$ cat src/rtl/alu_arbiter.sv
// Two-requester arbiter sharing one registered 4-bit ALU stage.
// Define ALU_ARB_RR_EN for round-robin arbitration (default: req0 priority).
module alu_arbiter (
   input  logic       clk,
   input  logic       rst_n,
   input  logic       req0_valid,
   output logic       req0_ready,
   input  logic [2:0] req0_op,
   input  logic [3:0] req0_a,
   input  logic [3:0] req0_b,
   input  logic       req1_valid,
   output logic       req1_ready,
   input  logic [2:0] req1_op,
   input  logic [3:0] req1_a,
   input  logic [3:0] req1_b,
   output logic       resp_valid,
   input  logic       resp_ready,
   output logic       resp_id,
   output logic [3:0] resp_y,
   output logic       resp_overflow,
   output logic       resp_carry,
   output logic       resp_zero
);

   localparam logic [1:0] IDLE = 2'd0;
   localparam logic [1:0] EXEC = 2'd1;
   localparam logic [1:0] RESP = 2'd2;

   logic [1:0] state;
   logic [2:0] op_q;
   logic [3:0] a_q;
   logic [3:0] b_q;
   logic       id_q;
   logic       gnt0;
   logic       gnt1;
   logic       idle_ok;
   logic       accept;

`ifdef ALU_ARB_RR_EN
   logic ptr;

   // A lone valid requester wins; on contention the pointer decides.
   always_comb begin
      gnt0 = req0_valid && (!req1_valid || !ptr);
      gnt1 = req1_valid && (!req0_valid || ptr);
   end

   always_ff @(posedge clk) begin
      if (!rst_n)
         ptr <= 1'b0;
      else if (accept)
         ptr <= ~gnt1;
   end
`else
   always_comb begin
      gnt0 = req0_valid;
      gnt1 = req1_valid && !req0_valid;
   end
`endif

   assign idle_ok    = rst_n && (state == IDLE);
   assign req0_ready = idle_ok && gnt0;
   assign req1_ready = idle_ok && gnt1;
   assign accept     = req0_ready || req1_ready;

   logic       sub;
   logic       arith;
   logic [3:0] bb;
   logic [4:0] sum;
   logic [3:0] y;
   logic       ovf;

   always_comb begin
      sub   = (op_q == 3'b001) || (op_q == 3'b110);
      arith = (op_q == 3'b000) || (op_q == 3'b001);
      bb    = sub ? ~b_q : b_q;
      sum   = {1'b0, a_q} + {1'b0, bb} + {4'b0, sub};
      ovf   = (a_q[3] == bb[3]) && (sum[3] != a_q[3]);
      y     = 4'd0;
      unique case (op_q)
         3'b000:  y = sum[3:0];
         3'b001:  y = sum[3:0];
         3'b010:  y = ~a_q;
         3'b011:  y = a_q & b_q;
         3'b100:  y = a_q | b_q;
         3'b101:  y = a_q ^ b_q;
         3'b110:  y = {3'b0, sum[3]};
         3'b111:  y = {3'b0, a_q == b_q};
      endcase
   end

   always_ff @(posedge clk) begin
      if (!rst_n) begin
         state         <= IDLE;
         op_q          <= 3'd0;
         a_q           <= 4'd0;
         b_q           <= 4'd0;
         id_q          <= 1'b0;
         resp_valid    <= 1'b0;
         resp_id       <= 1'b0;
         resp_y        <= 4'd0;
         resp_overflow <= 1'b0;
         resp_carry    <= 1'b0;
         resp_zero     <= 1'b0;
      end else begin
         case (state)
            IDLE: begin
               if (accept) begin
                  op_q  <= req1_ready ? req1_op : req0_op;
                  a_q   <= req1_ready ? req1_a  : req0_a;
                  b_q   <= req1_ready ? req1_b  : req0_b;
                  id_q  <= req1_ready;
                  state <= EXEC;
               end
            end
            EXEC: begin
               resp_y        <= y;
               resp_carry    <= arith && sum[4];
               resp_overflow <= arith && ovf;
               resp_zero     <= (y == 4'd0);
               resp_id       <= id_q;
               resp_valid    <= 1'b1;
               state         <= RESP;
            end
            RESP: begin
               if (resp_ready) begin
                  resp_valid <= 1'b0;
                  state      <= IDLE;
               end
            end
            default: state <= IDLE;
         endcase
      end
   end

endmodule

$ cat config.mk
export PLATFORM = sky130hd
export DESIGN_NAME = alu_arbiter
export DESIGN_NICKNAME = d
export VERILOG_FILES = /design/src/rtl/alu_arbiter.sv
export SDC_FILE = /design/constraint.sdc
export NUM_CORES = 1
export LEC_CHECK = 0
export CORE_MARGIN = 4
export CORE_UTILIZATION = 45
export DETAILED_ROUTE_END_ITERATION = 8
export GPL_ROUTABILITY_DRIVEN = 0
export HOLD_SLACK_MARGIN = 0.02
export PLACE_DENSITY = 0.83
export SYNTH_ARGS = -nofsm -noshare
export SYNTH_HDL_FRONTEND = slang
export SYNTH_SLANG_ARGS = --single-unit
$ cat constraint.sdc
create_clock -name clk -period 6.95 [get_ports clk]
set_clock_uncertainty 0.05 [all_clocks]
set_input_delay 2.085 -clock clk [delete_from_list [all_inputs] [get_ports clk]]
set_output_delay 2.085 -clock clk [all_outputs]
set_load 0.02 [all_outputs]
Yosys cells after proc, flatten, opt, wreduce, memory -nomap -nowiden
Index checks and enable logic that the tools add are counted. W data, S select, Z words.

$add $sub $neg: 2. Reductions and logical operators: 19. Multipliers: 0. Bitwise logic cells: 5. Muxes and demuxes: 10. Eq/ne operators: 14. Shift-type cells: 0. Order comparisons: 0. Div/mod/pow operators: 0.

Operators with widths (count): $pmux W4 S7 (1); $eq A3 B3 Y1 const B (4); $mux W4 (3); $not A4 Y4 (2); $logic_and A1 B1 Y1 (7); $eq A3 B2 Y1 const B (2); $pmux W2 S3 (1); $reduce_and A2 Y1 (3); $add A4 B4 Y5 (1); $add A5 B1 Y5 (1); $and A4 B4 Y4 (1); $eq A4 B4 Y1 (1); $logic_not A4 Y1 (1); $mux W2 (2); $ne A2 B2 Y1 const B (2); $or A4 B4 Y4 (1); $xor A4 B4 Y4 (1); $eq A3 B1 Y1 const B (1); $logic_not A3 Y1 (1); $logic_or A1 B1 Y1 (3); $mux W3 (1); $eq A2 B1 Y1 const B (1); $eq A2 B2 Y1 const B (1); $logic_not A2 Y1 (1); other kinds (7) (7).

Output and inout bits: 11. Latch bits: 0. Register bits after elaboration: 23. ROM bits: 0. Bits of input ports: 27. Memories: 0. Bits in writable memories: 0. Logic and storage cells: 61.

Longest topological paths before layout
Gate-level depths: netlist of run 1.

Depth in word-level cells: 8. Depth in mapped cells: 10. Mapped depth without buffers: 9.

Worst setup path before layout of run 1
OpenSTA, ideal clock, no wires.

Path type: input to output. Start: input req0_valid. End: output req1_ready. Arrival: 2.720 ns. Data required time: 4.815 ns. Stages: 3. Path buffers: 1. Path slack: 2.095 ns. Path through: nand4b_1 buf_2 inv_1.

Cells in the longest elaborated chain, start to end: 3.

RTL lines: from (decl) (RTL line 6) `input logic req0_valid,`; $logic_not A1 Y1 (RTL line 57) `gnt1 = req1_valid && !req0_valid;`; $logic_and A1 B1 Y1 (RTL line 57); $logic_and A1 B1 Y1 (RTL line 63) `assign req1_ready = idle_ok && gnt1;`; to (decl) (RTL line 12) `output logic req1_ready,`.

Every way passes these cells.

Worst setup path after layout of run 1
Start: input rst_n. End: output req1_ready.

Cells in the longest elaborated chain, start to end: 2.

RTL lines: from (decl) (RTL line 5) `input logic rst_n,`; $logic_and A1 B1 Y1 (RTL line 61) `assign idle_ok = rst_n && (state == IDLE);`; $logic_and A1 B1 Y1 (RTL line 63).

Every way passes these cells.

==> results of run 1 <==
sequential cells by signal, summed over array words and instances, names as in the netlist:
register	cells
resp_overflow	1
resp_id	1
resp_y	4
op_q	3
resp_zero	1
id_q	1
a_q	4
state	2
b_q	4
resp_carry	1
resp_valid	1
worst min-delay path: stages, from the launching register on:
cell     delay [ns]
dfxtp_1        0.33
nand2_1        0.05
a21oi_1        0.05
layout make-up:
cell class              instances  area, um2  area share
inverters                      11      41.29     0.02125
flip-flops and latches         23      460.4      0.2370
clock inverters                 1      5.005    0.002576
repair buffers                 38      377.9      0.1945
multi-input cells             142      978.4      0.5035
clock buffers                   3      22.52     0.01159
well taps                      46      57.56     0.02962
final timing paths:
check,from,to,cells past startpoint
worst max register to register,op_q[0],resp_zero,9
worst min-delay path,resp_id,resp_id,2
worst min register to register,resp_id,resp_id,2
worst max-delay path,rst_n,req1_ready,5
per-stage QoR:
stage	worst slack (ns)	hold slack [ns]	area (um2)	power, W	instances
6_report	1.031	0.4148	1943	0.0003564	264
5_1_grt	0.9347	0.4381	1943	0.0003826	264
4_1_cts	1.025	0.4184	1943	0.0003588	264
3_5_place_dp	1.034	0.4004	1916	0.0002996	260
3_3_place_gp	1.058	0.3966	1916	0.0002962	260
2_1_floorplan	2.095	0.3816	1549	0.0002583	187
logic make-up after synthesis:
kind of cell	Yosys count
buffers and inverters	22
XOR/XNOR	5
AND/OR/NAND/NOR	63
flip-flops	23
adder cells (fa/ha/maj)	12
multiplexers	11
AO/OA/AOI/OAI	51
power groups by stage:
stage	logic, W	registers, W	clock network [W]
floorplan	0.0000972	0.000161	0
global placement	0.000133	0.000163	0
detailed placement	0.000136	0.000164	0
CTS	0.000137	0.000161	0.0000616
global route	0.000152	0.000163	0.0000673
finish	0.000136	0.000161	0.0000598
placed cells by master, fill, tap and decap left out, types with 2 or more instances in the layout:
cell	instances
o21ai_0	8
inv_1	11
o31ai_1	2
xnor2_1	5
a21oi_1	8
nor2_1	25
a211oi_1	15
nor2b_1	3
nor4_1	2
clkdlybuf4s50_1	37
o21a_1	2
nand4_1	2
a22oi_1	2
dfxtp_1	23
nand2_1	15
nor3_1	4
mux2i_1	11
or2_1	2
clkbuf_4	3
o21ba_1	2
ha_1	11
o21ai_1	2
routing by layer:
| metal | vias up | wire [um] | part of all wire | GRT usage |
|---|---|---|---|---|
| met1 | 645 | 1507 | 0.48 | 0.1994 |
| met5 | - | 0 | 0 | 0 |
| met2 | 35 | 1510 | 0.48 | 0.2649 |
| met3 | 0 | 133 | 0.042 | 0.02192 |
| li1 | 730 | - | - | - |
| met4 | 0 | 0 | 0 | 0.02538 |
==> out/qor.csv, run 1 <==
metric;value;unit
PostCTS Resize Cnt;0;
post-synthesis mux area share;0.07108;
Residual DRC;0;
library cells used by synthesis;46;
clock share of power;0.168;
register area share after synthesis;0.2973;
Area Overhead vs Synth;25.44;%
drt initial violations;20;
post-synthesis xor/xnor area fraction;0.02827;
Comb power frac;0.381;
CP arrival;3.78;ns
Routed Antenna Nets;0;
Net count, final;258;
largest cells by area after synthesis;dfxtp_1, ha_1, a211oi_1;
cts hold-fix bufs;0;
initial core utilization;0.4642;
vias;1410;
actual slew at the worst max-slew pin;0.6477;ns
total grt overflow;0;
slowest stage cell on the critical path;clkdlybuf4s50_1;
dpl hpwl;2505;um
Synth Area in Compound Gates;0.2334;
Final Routed Wirelength;3151;um
clock buffer depth;2;
WL/cell;11.94;um
Ports;38;
area leader, netlist;dfxtp_1;
TritonRoute pass-1 iters;4;
fin crit share;0.8517;
final slew viol count;0;
R2R Setup Slk;3.83;ns
Fmax achieved;168.9;MHz
Clock Latency Late Sink;0.30;ns
NetSw;0.0001244;W
Gate Count Post-Synth;187;
Yosys top cell area share;0.2973;
simple-gate area share of the yosys netlist;0.1971;
root buffer cell;clkbuf_4;
share of layout cells above drive strength 1;0.05505;
main combinational cell family by area after synthesis;compound AO/OA/AOI/OAI gates;
Crit. End Element;output pin;
core area;3337;um2
H-Tree Depth;1;
Die W;66.67;um
initial antenna violation count;0;
post-synth net total;226;
Synth Flop Type;dfxtp_1;
max_cap viols;0;
Post-CTS Setup Bufs;0;
count leader, synth;nor2_1;
crit start category;primary input;
die area;4445;um2
clock-pin slew on the worst setup and hold paths;0.13;ns
number of global-route vias before repair;1299;
crit path buf inv count;4;
Final Hold Viols;0;
I/O Buffers;37;
Rows;21;
setup TNS;0;ns
# fillers;312;
Yosys reg bits;23;
number of synthesized flops with an enable pin;0;
CTS tree;yes;
adder-cell share of the synthesized area;0.1018;
Ys Warns;0;
Max stage delay on crit path;0.67;ns
kind of critical path;in2out;
status;completed;
pwr dens;183.4;nW/um2
Tot GR Track Use;0.1518;
async set or reset register ratio after synthesis;0;
final setup vio count;0;
switching fraction of total power;0.3491;
Slew headroom;0.5676;
Critical Path Fanout Max;12;
first-pass GRT wire length;5451;um
Syn Std Cell Area;1549;um2
share of power burned in registers;0.451;
Avg Cell Area, Syn;8.283;um2
CP delay by family, top;buffers and inverters;
RSZ-0062 raised after global routing;false;
die span in y;66.67;um
diode count;0;
largest net degree at the start of global routing;24;
CTS Buf Count;3;
Post-synth top cells;nor2_1, dfxtp_1, a211oi_1, nand2_1;
worst hold path type;reg2reg;
Max VDD drop;109.6;uV
CP most frequent cell;clkdlybuf4s50_1;
min Tclk post-route;5.919;ns
drt via density;5.341;
final design utilization;0.5823;
Internal;0.0002320;W
Leakage;0.8201;nW
clock sink count;23;
Critical Path RT;4.82;ns
cell breakdown of the critical path;clkdlybuf4s50_1 -> nand4b_1 -> buf_4 -> inv_1 -> clkdlybuf4s50_1;
(Power assumes the default switching activity.)
==> run 2, diff against run 1 <==
--- a/config.mk
+++ b/config.mk
@@ -9,6 +9,7 @@
 export CORE_UTILIZATION = 45
 export DETAILED_ROUTE_END_ITERATION = 8
 export GPL_ROUTABILITY_DRIVEN = 0
+export GPL_TIMING_DRIVEN = 0
 export HOLD_SLACK_MARGIN = 0.02
 export PLACE_DENSITY = 0.83
 export SYNTH_ARGS = -nofsm -noshare
==> run 2 against run 1 <==
Combinational power up 9%; routed wire length grew 1.2%; critical path type unchanged; sequential power down 3%; first-iteration DRC count increased by 45%; final cell count is 3.8% higher.
==> out/qor.csv, run 2 (synthesis results as in run 1) <==
metric;value;unit;change
share of power burned in registers;0.426;;was 0.451
first-pass GRT wire length;5112;um;was 5451 um
initial core utilization;0.4642;;unchanged
fin crit share;0.8488;;was 0.8517
reg2reg start;op_q[1];;was op_q[0]
WL/cell;11.64;um;was 11.94 um
Rows;21;;unchanged
cell breakdown of the critical path;clkdlybuf4s50_1 -> nand4b_1 -> buf_2 -> inv_1 -> clkdlybuf4s50_1;;was clkdlybuf4s50_1 -> nand4b_1 -> buf_4 -> inv_1 -> clkdlybuf4s50_1
final slew viol count;0;;unchanged
hold endpoint;resp_id;;unchanged
critical hold path startpoint;resp_id;;unchanged
Tot GR Track Use;0.1492;;was 0.1518
Net count, final;268;;was 258
Residual DRC;0;;unchanged
Critical R2R Capture;resp_zero;;unchanged
Final WS setup;1.051;ns;was 1.031 ns
CTS tree;yes;;unchanged
die span in y;66.67;um;unchanged
Post-CTS Setup Bufs;0;;unchanged
largest net degree at the start of global routing;13;;was 24
Comb power frac;0.406;;was 0.381
hold depth;2;;unchanged
Max stage delay on crit path;0.60;ns;was 0.67 ns
drt initial violations;29;;was 20
NetSw;0.0001271;W;was 0.0001244 W
actual slew at the worst max-slew pin;0.4161;ns;was 0.6477 ns
Critical Path Fanout Max;10;;was 12
crit start category;primary input;;unchanged
cts hold-fix bufs;0;;unchanged
Routed Antenna Nets;0;;unchanged
total grt overflow;0;;unchanged
kind of critical path;in2out;;unchanged
I/O Buffers;37;;unchanged
Critical Path RT;4.82;ns;about the same
TritonRoute pass-1 iters;4;;unchanged
CP arrival;3.76;ns;was 3.78 ns
RSZ-0062 raised after global routing;false;;unchanged
CTS Buf Count;3;;unchanged
clock-pin slew on the worst setup and hold paths;0.12;ns;was 0.13 ns
commonest non-fill, non-tap cell in the layout;clkdlybuf4s50_1;;unchanged
Crit. End Element;output pin;;unchanged
Reg2Reg Depth;10;;was 9
core area;3337;um2;unchanged
PostCTS Resize Cnt;0;;unchanged
vias;1425;;was 1410
commonest cells after routing, fill and taps aside;clkdlybuf4s50_1, nor2_1, dfxtp_1;;unchanged
Fmax achieved;169.5;MHz;was 168.9 MHz
clock share of power;0.169;;was 0.168
min Tclk post-route;5.899;ns;was 5.919 ns
slowest stage cell on the critical path;clkdlybuf4s50_1;;unchanged
Setup WS pre-CTS;1.053;ns;was 1.034 ns
dpl hpwl;2652;um;was 2505 um
die area;4445;um2;unchanged
share of layout cells above drive strength 1;0.08333;;was 0.05505
Final Hold Viols;0;;unchanged
# fillers;315;;was 312
CP most frequent cell;clkdlybuf4s50_1;;unchanged
diode count;0;;unchanged
status;completed;;unchanged
switching fraction of total power;0.3481;;was 0.3491
Area Overhead vs Synth;29.32;%;was 25.44%
clock sink count;23;;unchanged
Final Routed Wirelength;3190;um;was 3151 um
initial antenna violation count;0;;unchanged
Max VDD drop;114.0;uV;was 109.6 uV
R2R Setup Slk;4.20;ns;was 3.83 ns
drt via density;5.201;;was 5.341
Slew headroom;0.7226;;was 0.5676
Ports;38;;unchanged
H-Tree Depth;1;;unchanged
setup TNS;0;ns;unchanged
CP Launch Point;req0_valid;;was rst_n
Top Registers;a_q (4), b_q (4), resp_y (4);;unchanged
worst hold path type;reg2reg;;unchanged
root buffer cell;clkbuf_4;;unchanged
final setup vio count;0;;unchanged
Internal;0.0002380;W;was 0.0002320 W
pwr dens;182.3;nW/um2;was 183.4 nW/um2
max_cap viols;0;;unchanged
Clock Latency Late Sink;0.32;ns;was 0.30 ns
clock buffer depth;2;;unchanged
number of global-route vias before repair;1228;;was 1299
Leakage;0.8591;nW;was 0.8201 nW
Die W;66.67;um;unchanged
run 2: per-stage QoR:
step,utilization,hold slack [ns],instances,cell area (um2),power [W]
final,0.6003,0.4135,274,2003,0.0003651
after global routing,0.6003,0.4497,274,2003,0.0003900
after CTS,0.6003,0.4164,274,2003,0.0003656
after detailed placement,0.5924,0.3994,270,1977,0.0003063
after global placement,0.5924,0.3994,270,1977,0.0003030
after floorplan,-,0.3816,187,1549,0.0002583
run 2: metal layers:
layer / vias up / part of all wire / global-route usage
li1: 749 / - / -
met1: 632 / 0.47 / 0.1766
met2: 37 / 0.46 / 0.2611
met3: 7 / 0.043 / 0.02361
met4: 0 / 0.025 / 0.06853
met5: - / 0 / 0
run 2: critical path: cells and delay by family:
family | cells | cell delay [ns]
buf+inv | 4 | 1.40
simple gates | 1 | 0.28
run 2: layout make-up:
cell class / instances / area (um2) / share of cell area
timing repair buffer: 37 / 370.4 / 0.1849
sequential: 23 / 460.4 / 0.2299
multi-input combinational: 142 / 978.4 / 0.4884
clock buffer: 4 / 26.28 / 0.01312
tap: 46 / 57.56 / 0.02873
buffer: 11 / 68.82 / 0.03435
inverter: 11 / 41.29 / 0.02061
run 2: worst max-delay path by stage:
| stage | to | slack (ns) | cells after the start |
|---|---|---|---|
| 2_1_floorplan | req1_ready | 2.10 | 3 |
| 3_3_place_gp | req1_ready | 1.06 | 5 |
| 3_5_place_dp | req1_ready | 1.05 | 5 |
| 4_1_cts | req1_ready | 1.04 | 5 |
| 5_1_grt | req1_ready | 0.95 | 5 |
| 6_report | req1_ready | 1.05 | 5 |
run 2: power by group through the flow:
stage / clock network [W] / registers (W) / logic (W)
2_1_floorplan: 0 / 0.000161 / 0.0000972
3_3_place_gp: 0 / 0.000158 / 0.000145
3_5_place_dp: 0 / 0.000159 / 0.000148
4_1_cts: 0.0000621 / 0.000155 / 0.000148
5_1_grt: 0.0000682 / 0.000158 / 0.000164
6_report: 0.0000616 / 0.000156 / 0.000148
==> run 3, diff against run 2 <==
==> constraint.sdc (replaced) <==
create_clock -name clk -period 5.8 [get_ports clk]
set_clock_uncertainty 0.05 [all_clocks]
set_input_delay 1.74 -clock clk [delete_from_list [all_inputs] [get_ports clk]]
set_output_delay 1.74 -clock clk [all_outputs]
set_load 0.02 [all_outputs]
==> results of run 3 <==
The final DEF is identical to that of run 2. Status: completed.
Among the figures that moved: setup slack after placement 1.053 ns -> 0.5930 ns; setup slack after layout 1.051 ns -> 0.5909 ns; register-to-register setup slack 4.20 ns -> 3.05 ns; total power 0.0003651 W -> 0.0004375 W; worst IR drop on VDD 114.0 uV -> 136.6 uV
